$ cat config.mk
export PLATFORM = sky130hd
export DESIGN_NAME = tone_synth_flat
export DESIGN_NICKNAME = d
export VERILOG_FILES = /design/src/rtl/tone_synth_if.sv /design/src/rtl/tone_synth.sv /design/src/flat_wrapper.sv
export SDC_FILE = /design/constraint.sdc
export NUM_CORES = 1
export LEC_CHECK = 0
export CAP_MARGIN = 0
export CORE_MARGIN = 4
export CORE_UTILIZATION = 40
export CTS_CLUSTER_DIAMETER = 200
export DETAILED_ROUTE_END_ITERATION = 10
export PLACE_DENSITY_LB_ADDON = 0.2
export SLEW_MARGIN = 20
export SYNTH_ARGS = -nofsm -noshare
export SYNTH_HDL_FRONTEND = slang
export SYNTH_SLANG_ARGS = --single-unit
$ cat constraint.sdc
create_clock -name CLK -period 5.19 [get_ports CLK]
set_clock_uncertainty 0.15 [all_clocks]
set_input_delay 0.519 -clock CLK [delete_from_list [all_inputs] [get_ports CLK]]
set_output_delay 0.519 -clock CLK [all_outputs]
set_load 0.05 [all_outputs]
$ cat src/rtl/tone_synth_if.sv
`default_nettype none
// ============================================================================
// tone_synth_if : note word / mute in, speaker and envelope status out  (rev 1.0)
// ============================================================================
interface tone_synth_if #(
  parameter int CNT_W = 26,
  parameter int ENV_W = 8
);
  logic [CNT_W-1:0] half_period;
  logic             mute;
  logic             audio;
  logic             note_active;
  logic [ENV_W-1:0] level;

  modport master (
    output half_period,
    output mute,
    input  audio,
    input  note_active,
    input  level
  );

  modport slave (
    input  half_period,
    input  mute,
    output audio,
    output note_active,
    output level
  );
endinterface
`default_nettype wire

$ cat src/rtl/tone_synth.sv
`default_nettype none
// ============================================================================
// tone_synth : glitch-filtered square-wave tone with linear attack/release PWM envelope  (rev 1.0)
// ============================================================================
module tone_synth #(
  parameter int CNT_W        = 26,
  parameter int STABLE_CYC   = 1000,
  parameter int MIN_HALF     = 16,
  parameter int ENV_W        = 8,
  parameter int ENV_STEP_CYC = 50000
) (
  input wire          CLK,
  input wire          RST_N,
  tone_synth_if.slave tone_io
);
  localparam int STAB_W = (STABLE_CYC > 1) ? $clog2(STABLE_CYC) : 1;
  localparam int ENVC_W = (ENV_STEP_CYC > 1) ? $clog2(ENV_STEP_CYC) : 1;
  localparam logic [STAB_W-1:0] STAB_LAST = STAB_W'(STABLE_CYC - 1);
  localparam logic [ENVC_W-1:0] ENV_LAST  = ENVC_W'(ENV_STEP_CYC - 1);
  localparam logic [CNT_W-1:0]  MIN_H     = CNT_W'(MIN_HALF);
  localparam logic [ENV_W-1:0]  LVL_MAX   = '1;
  localparam logic [ENV_W-1:0]  LVL_ONE   = ENV_W'(1);

  typedef enum logic [1:0] {
    S_IDLE    = 2'd0,
    S_ATTACK  = 2'd1,
    S_SUSTAIN = 2'd2,
    S_RELEASE = 2'd3
  } state_t;

  state_t            state_q, state_d;
  logic [CNT_W-1:0]  cand_q, cand_d, acc_q, acc_d;
  logic [CNT_W-1:0]  cur_half_q, cur_half_d, pend_q, pend_d, tone_cnt_q, tone_cnt_d;
  logic [STAB_W-1:0] stab_q, stab_d;
  logic [ENVC_W-1:0] env_cnt_q, env_cnt_d;
  logic [ENV_W-1:0]  level_q, level_d, pwm_q, pwm_d;
  logic              sq_q, sq_d, audio_q, audio_d;
  logic [CNT_W-1:0]  eff;
  logic              new_note, to_idle;

  // The accepted word is forwarded in the same cycle it is latched into acc.
  always_comb begin
    cand_d   = cand_q;
    stab_d   = stab_q;
    acc_d    = acc_q;
    new_note = 1'b0;
    eff      = (tone_io.mute || (tone_io.half_period < MIN_H)) ? '0 : tone_io.half_period;
    if (eff != cand_q) begin
      cand_d = eff;
      stab_d = '0;
    end else if (stab_q < STAB_LAST) begin
      stab_d = stab_q + 1'b1;
    end else if (cand_q != acc_q) begin
      acc_d    = cand_q;
      new_note = 1'b1;
    end
  end

  always_comb begin
    state_d    = state_q;
    cur_half_d = cur_half_q;
    pend_d     = pend_q;
    tone_cnt_d = tone_cnt_q;
    sq_d       = sq_q;
    env_cnt_d  = env_cnt_q;
    level_d    = level_q;
    to_idle    = 1'b0;
    pwm_d      = pwm_q + 1'b1;
    audio_d    = sq_q && (pwm_q < level_q);

    if (state_q != S_IDLE) begin
      if (tone_cnt_q == cur_half_q - 1'b1) begin
        sq_d       = ~sq_q;
        tone_cnt_d = '0;
        if (pend_q != '0) begin
          cur_half_d = pend_q;
          pend_d     = '0;
        end
      end else begin
        tone_cnt_d = tone_cnt_q + 1'b1;
      end
    end

    // A pitch request recorded here overrides one just consumed at a toggle.
    if (new_note && (acc_d != '0)) begin
      pend_d = acc_d;
      if (state_q == S_IDLE) begin
        state_d    = S_ATTACK;
        cur_half_d = acc_d;
        pend_d     = '0;
        tone_cnt_d = '0;
        sq_d       = 1'b0;
        env_cnt_d  = '0;
      end else if (state_q == S_RELEASE) begin
        state_d   = S_ATTACK;
        env_cnt_d = '0;
      end
    end else if (new_note) begin
      if ((state_q == S_ATTACK) || (state_q == S_SUSTAIN)) begin
        state_d   = S_RELEASE;
        env_cnt_d = '0;
      end
    end else begin
      case (state_q)
        S_ATTACK: begin
          if (level_q == LVL_MAX) begin
            state_d   = S_SUSTAIN;
            env_cnt_d = '0;
          end else if (env_cnt_q == ENV_LAST) begin
            env_cnt_d = '0;
            level_d   = level_q + 1'b1;
            if (level_q == LVL_MAX - LVL_ONE) state_d = S_SUSTAIN;
          end else begin
            env_cnt_d = env_cnt_q + 1'b1;
          end
        end
        S_RELEASE: begin
          if (level_q == '0) begin
            to_idle = 1'b1;
          end else if (env_cnt_q == ENV_LAST) begin
            env_cnt_d = '0;
            level_d   = level_q - 1'b1;
            if (level_q == LVL_ONE) to_idle = 1'b1;
          end else begin
            env_cnt_d = env_cnt_q + 1'b1;
          end
        end
        default: ;
      endcase
    end

    if (to_idle) begin
      state_d    = S_IDLE;
      sq_d       = 1'b0;
      tone_cnt_d = '0;
      pend_d     = '0;
      env_cnt_d  = '0;
    end
  end

  always_ff @(posedge CLK or negedge RST_N) begin
    if (!RST_N) begin
      state_q    <= S_IDLE;
      cand_q     <= '0;
      stab_q     <= '0;
      acc_q      <= '0;
      cur_half_q <= '0;
      pend_q     <= '0;
      tone_cnt_q <= '0;
      sq_q       <= 1'b0;
      env_cnt_q  <= '0;
      level_q    <= '0;
      pwm_q      <= '0;
      audio_q    <= 1'b0;
    end else begin
      state_q    <= state_d;
      cand_q     <= cand_d;
      stab_q     <= stab_d;
      acc_q      <= acc_d;
      cur_half_q <= cur_half_d;
      pend_q     <= pend_d;
      tone_cnt_q <= tone_cnt_d;
      sq_q       <= sq_d;
      env_cnt_q  <= env_cnt_d;
      level_q    <= level_d;
      pwm_q      <= pwm_d;
      audio_q    <= audio_d;
    end
  end

  assign tone_io.audio       = audio_q;
  assign tone_io.note_active = (state_q != S_IDLE);
  assign tone_io.level       = level_q;

endmodule
`default_nettype wire

$ cat src/flat_wrapper.sv
// flat-port wrapper written by rule: the top's interface ports become plain ports
module tone_synth_flat 
#(
  parameter int CNT_W        = 26,
  parameter int STABLE_CYC   = 1000,
  parameter int MIN_HALF     = 16,
  parameter int ENV_W        = 8,
  parameter int ENV_STEP_CYC = 50000
)
  (CLK, RST_N, tone_io_half_period, tone_io_mute, tone_io_audio, tone_io_note_active, tone_io_level);
  tone_synth_if #(.CNT_W(CNT_W), .ENV_W(ENV_W)) tone_io_i ();
  input wire CLK;
  input wire RST_N;
  input wire logic [$bits(tone_io_i.half_period)-1:0] tone_io_half_period;
  input wire logic [$bits(tone_io_i.mute)-1:0] tone_io_mute;
  output wire logic [$bits(tone_io_i.audio)-1:0] tone_io_audio;
  output wire logic [$bits(tone_io_i.note_active)-1:0] tone_io_note_active;
  output wire logic [$bits(tone_io_i.level)-1:0] tone_io_level;
  assign tone_io_i.half_period = tone_io_half_period;
  assign tone_io_i.mute = tone_io_mute;
  assign tone_io_audio = tone_io_i.audio;
  assign tone_io_note_active = tone_io_i.note_active;
  assign tone_io_level = tone_io_i.level;
  tone_synth #(.CNT_W(CNT_W), .STABLE_CYC(STABLE_CYC), .MIN_HALF(MIN_HALF), .ENV_W(ENV_W), .ENV_STEP_CYC(ENV_STEP_CYC)) u_core (.CLK(CLK), .RST_N(RST_N), .tone_io(tone_io_i));
endmodule
==> impl_metrics.json <==
{
  "violations": "negative hold slack",
  "setup_violations": 0,
  "outcome": "finished, violations left",
  "cp-start-kind": "flop",
  "cp_max_fo": 26,
  "yosysTopAreaCell": "dfrtp_1",
  "ys.flop_type": "dfrtp_1",
  "synthesis.area_um2": 9723,
  "syn_inst": 969,
  "tns_ns": 0,
  "worst_pin_slew_ns": 0.9853,
  "synthAdderAreaFrac": 0.02548,
  "antenna_left": 0,
  "hold_ws_ns": -0.01204,
  "post-route-drc-count": 0,
  "slowest_stage": "or4_1",
  "io_buffer_count": 38,
  "clockBufferDepth": 2,
  "ys_ff_latch": 176,
  "cp_cell_sequence": "inv_1 > ha_1 > nor3b_1 > nand4_1 > o41a_1 > a2111oi_2 > nand4_2 > or4_1 > a32o_1 > a21o_1",
  "ys_warn_count": 0,
  "grt_max_degree": 88,
  "start_util": 0.4106,
  "hp-class": "in2async",
  "async_flop_share": 1.000,
  "synthDistinctLibCells": 69,
  "clkTransAtPathRegs_ns": 0.07,
  "slew_violations": 0,
  "vdd_drop_max_mv": 0.1794,
  "seq_area_frac_synth": 0.4530,
  "vias": 7415,
  "critPathKind": "reg2reg",
  "arrival_ns": 5.00,
  "clock_latency_ns": 0.43,
  "synth.top_cell.area_share": 0.4530,
  "finalHoldViolCount": 2,
  "synth_edf_count": 0,
  "finalWeightedCongestion": 0.8972,
  "wl_mm": 24.54,
  "postSynthAreaPerCell_um2": 10.03,
  "synth_compound_area_frac": 0.1471,
  "p_per_area_nw_per_um2": 258.9,
  "required_ns": 5.36,
  "synth-xor-area-share": 0.1108,
  "h-tree-depth": 4,
  "die_y_um": 163.9,
  "maxCapViolCount": 0,
  "cts_buffers": 17,
  "drt-initial-drc-count": 580,
  "ios": 39,
  "critPathTopFamily": "simple AND/OR/NAND/NOR gates",
  "n_antenna_cell": 0,
  "cp-end-kind": "flop",
  "rows": 56,
  "setup_ws_ns": 0.3600,
  "rsz0062_at_grt": "false",
  "crit_buf_inv": 1,
  "p_leak_nw": 5.020,
  "cts_sinks": 176,
  "overflow": 0,
  "slowest_delay_ns": 1.03,
  "root_buffer": "clkbuf_16",
  "avgRoutedWirePerCell_um": 18.45,
  "final_core_util": 0.4660,
  "dieArea_um2": 26870,
  "fin_area_um2": 11040,
  "area_delta_synth_final_pct": 13.51,
  "grt_pass1_wl_mm": 40.47,
  "via_per_inst": 5.575,
  "layout_min_cycle_time_ns": 4.830,
  "grt_usage": 0.1896,
  "fin_nets": 1046,
  "cts_setup_buffers": 0,
  "dpl_cell_area_um2": 10440,
  "cts_tree": "built",
  "maxSlewHeadroom": 0.3431,
  "fmax_mhz": 207.0,
  "grt_pass1_vias": 7315,
  "cts-resized-gates": 0,
  "place_ws_ns": 0.3812,
  "layout-drive-gt1-share": 0.08803,
  "dpl.hpwl_mm": 17.72,
  "yosys.area_share.simple": 0.2002,
  "synth.net_count": 1017,
  "muxShareOfSynthArea": 0.03333,
  "core_area_um2": 23680,
  "die_w_um": 163.9,
  "drt_first_pass_iters": 5,
  "synth_area_leaders": "dfrtp_1 (45%), xnor2_1 (5.6%), xor2_1 (5.5%)",
  "synth_top_family_by_area": "simple AND/OR/NAND/NOR gates",
  "period_share": 0.9306,
  "ctsHoldBuffers": 0,
  "antenna_found_initial": 0
}
## metrics by stage
| stage | instances | total power, mW |
|---|---|---|
| 2_1_floorplan | 969 | 1.473 |
| 3_3_place_gp | 1298 | 1.555 |
| 3_5_place_dp | 1298 | 1.555 |
| 4_1_cts | 1330 | 2.887 |
| 5_1_grt | 1330 | 2.957 |
| 6_report | 1330 | 2.857 |
## path summary, 6_finish.rpt
check                                      from               endpoint  slack, ns  depth (start not counted)
max                        u_core.cur_half_q[0]  u_core.cur_half_q[11]       0.36                         10
min                                       RST_N      u_core.pend_q[20]      -0.01                          1
max reg2reg                u_core.cur_half_q[0]  u_core.cur_half_q[11]       0.36                         10
min reg2reg                u_core.env_cnt_q[15]   u_core.env_cnt_q[15]       0.33                          1
max in group asynchronous                 RST_N      u_core.state_q[1]       3.78                          2
min in group CLK           u_core.env_cnt_q[15]   u_core.env_cnt_q[15]       0.33                          1
## Yosys cell counts (9+ instances only)
master and instances:
nor2b_1 28, inv_1 25, and3_1 18, a32o_1 22, dfrtp_1 176, mux2_2 27, clkbuf_1 32, xnor2_1 62
or4_1 9, nor2_1 107, nor3_1 18, or3_1 9, ha_1 19, a31oi_1 11, nand3_1 42, o31ai_1 11
and2_1 11, nor4_1 25, nand2_1 41, a22o_1 26, o21ai_0 32, nand2b_1 11, nand4_1 14, xor2_1 61
a21o_1 27, a21oi_1 15, buf_2 9
## area by class of cell
cell class / instances / area, um2
fillers: 2291 / 12650
multi-input cells: 724 / 5034
flip-flops and latches: 176 / 4404
repair buffers: 54 / 504.2
clock buffers: 19 / 452.9
well taps: 319 / 399.1
clock inverters: 13 / 148.9
inverters: 25 / 93.84
## power breakdown
part	total, mW	internal, mW	switching, mW
clock network	1.33	0.745	0.586
logic	0.121	0.0523	0.0684
registers	1.41	1.38	0.0249
## sequential cells by signal, summed over array words and instances (netlist names)
name	cells
u_core.acc_q	26
u_core.cand_q	26
u_core.cur_half_q	26
u_core.env_cnt_q	16
u_core.pend_q	26
u_core.pwm_q	8
u_core.sq_q	1
u_core.stab_q	10
u_core.state_q	2
u_core.tone_cnt_q	26
u_core.tone_io.audio	1
u_core.tone_io.level	8
## cells in the final DEF (no fill, tap or decap), types with 16 or more instances in the layout
master,Yosys,layout
dfrtp_1,176,176
nor2_1,107,106
xnor2_1,62,62
xor2_1,61,61
nand3_1,42,42
nand2_1,41,41
clkdlybuf4s50_1,0,37
o21ai_0,32,32
nor2b_1,28,28
mux2_2,27,27
a21o_1,27,27
a22o_1,26,26
inv_1,25,25
nor4_1,25,25
a32o_1,22,22
ha_1,19,19
and3_1,18,18
nor3_1,18,17
clkbuf_16,0,17
buf_4,0,16
## kinds of logic (layout without fill, tap and decap cells)
logic type / Yosys count / after routing
buffers and inverters: 69 / 111
DFF: 176 / 176
adders and majority gates: 20 / 20
and+or+nand+nor: 364 / 364
xor gates and xnor gates: 123 / 123
AOI/OAI and AO/OA: 188 / 188
muxes: 29 / 29
## layer usage
metal / wire [um] / share of wire / GRT usage / vias up
met5: 0 / 0 / 0 / -
met4: 375 / 0.015 / 0.05185 / 0
met3: 761 / 0.031 / 0.03338 / 29
met2: 10770 / 0.44 / 0.2820 / 125
met1: 12630 / 0.51 / 0.2852 / 3687
li1: - / - / - / 3574
(Power assumes the default switching activity.)
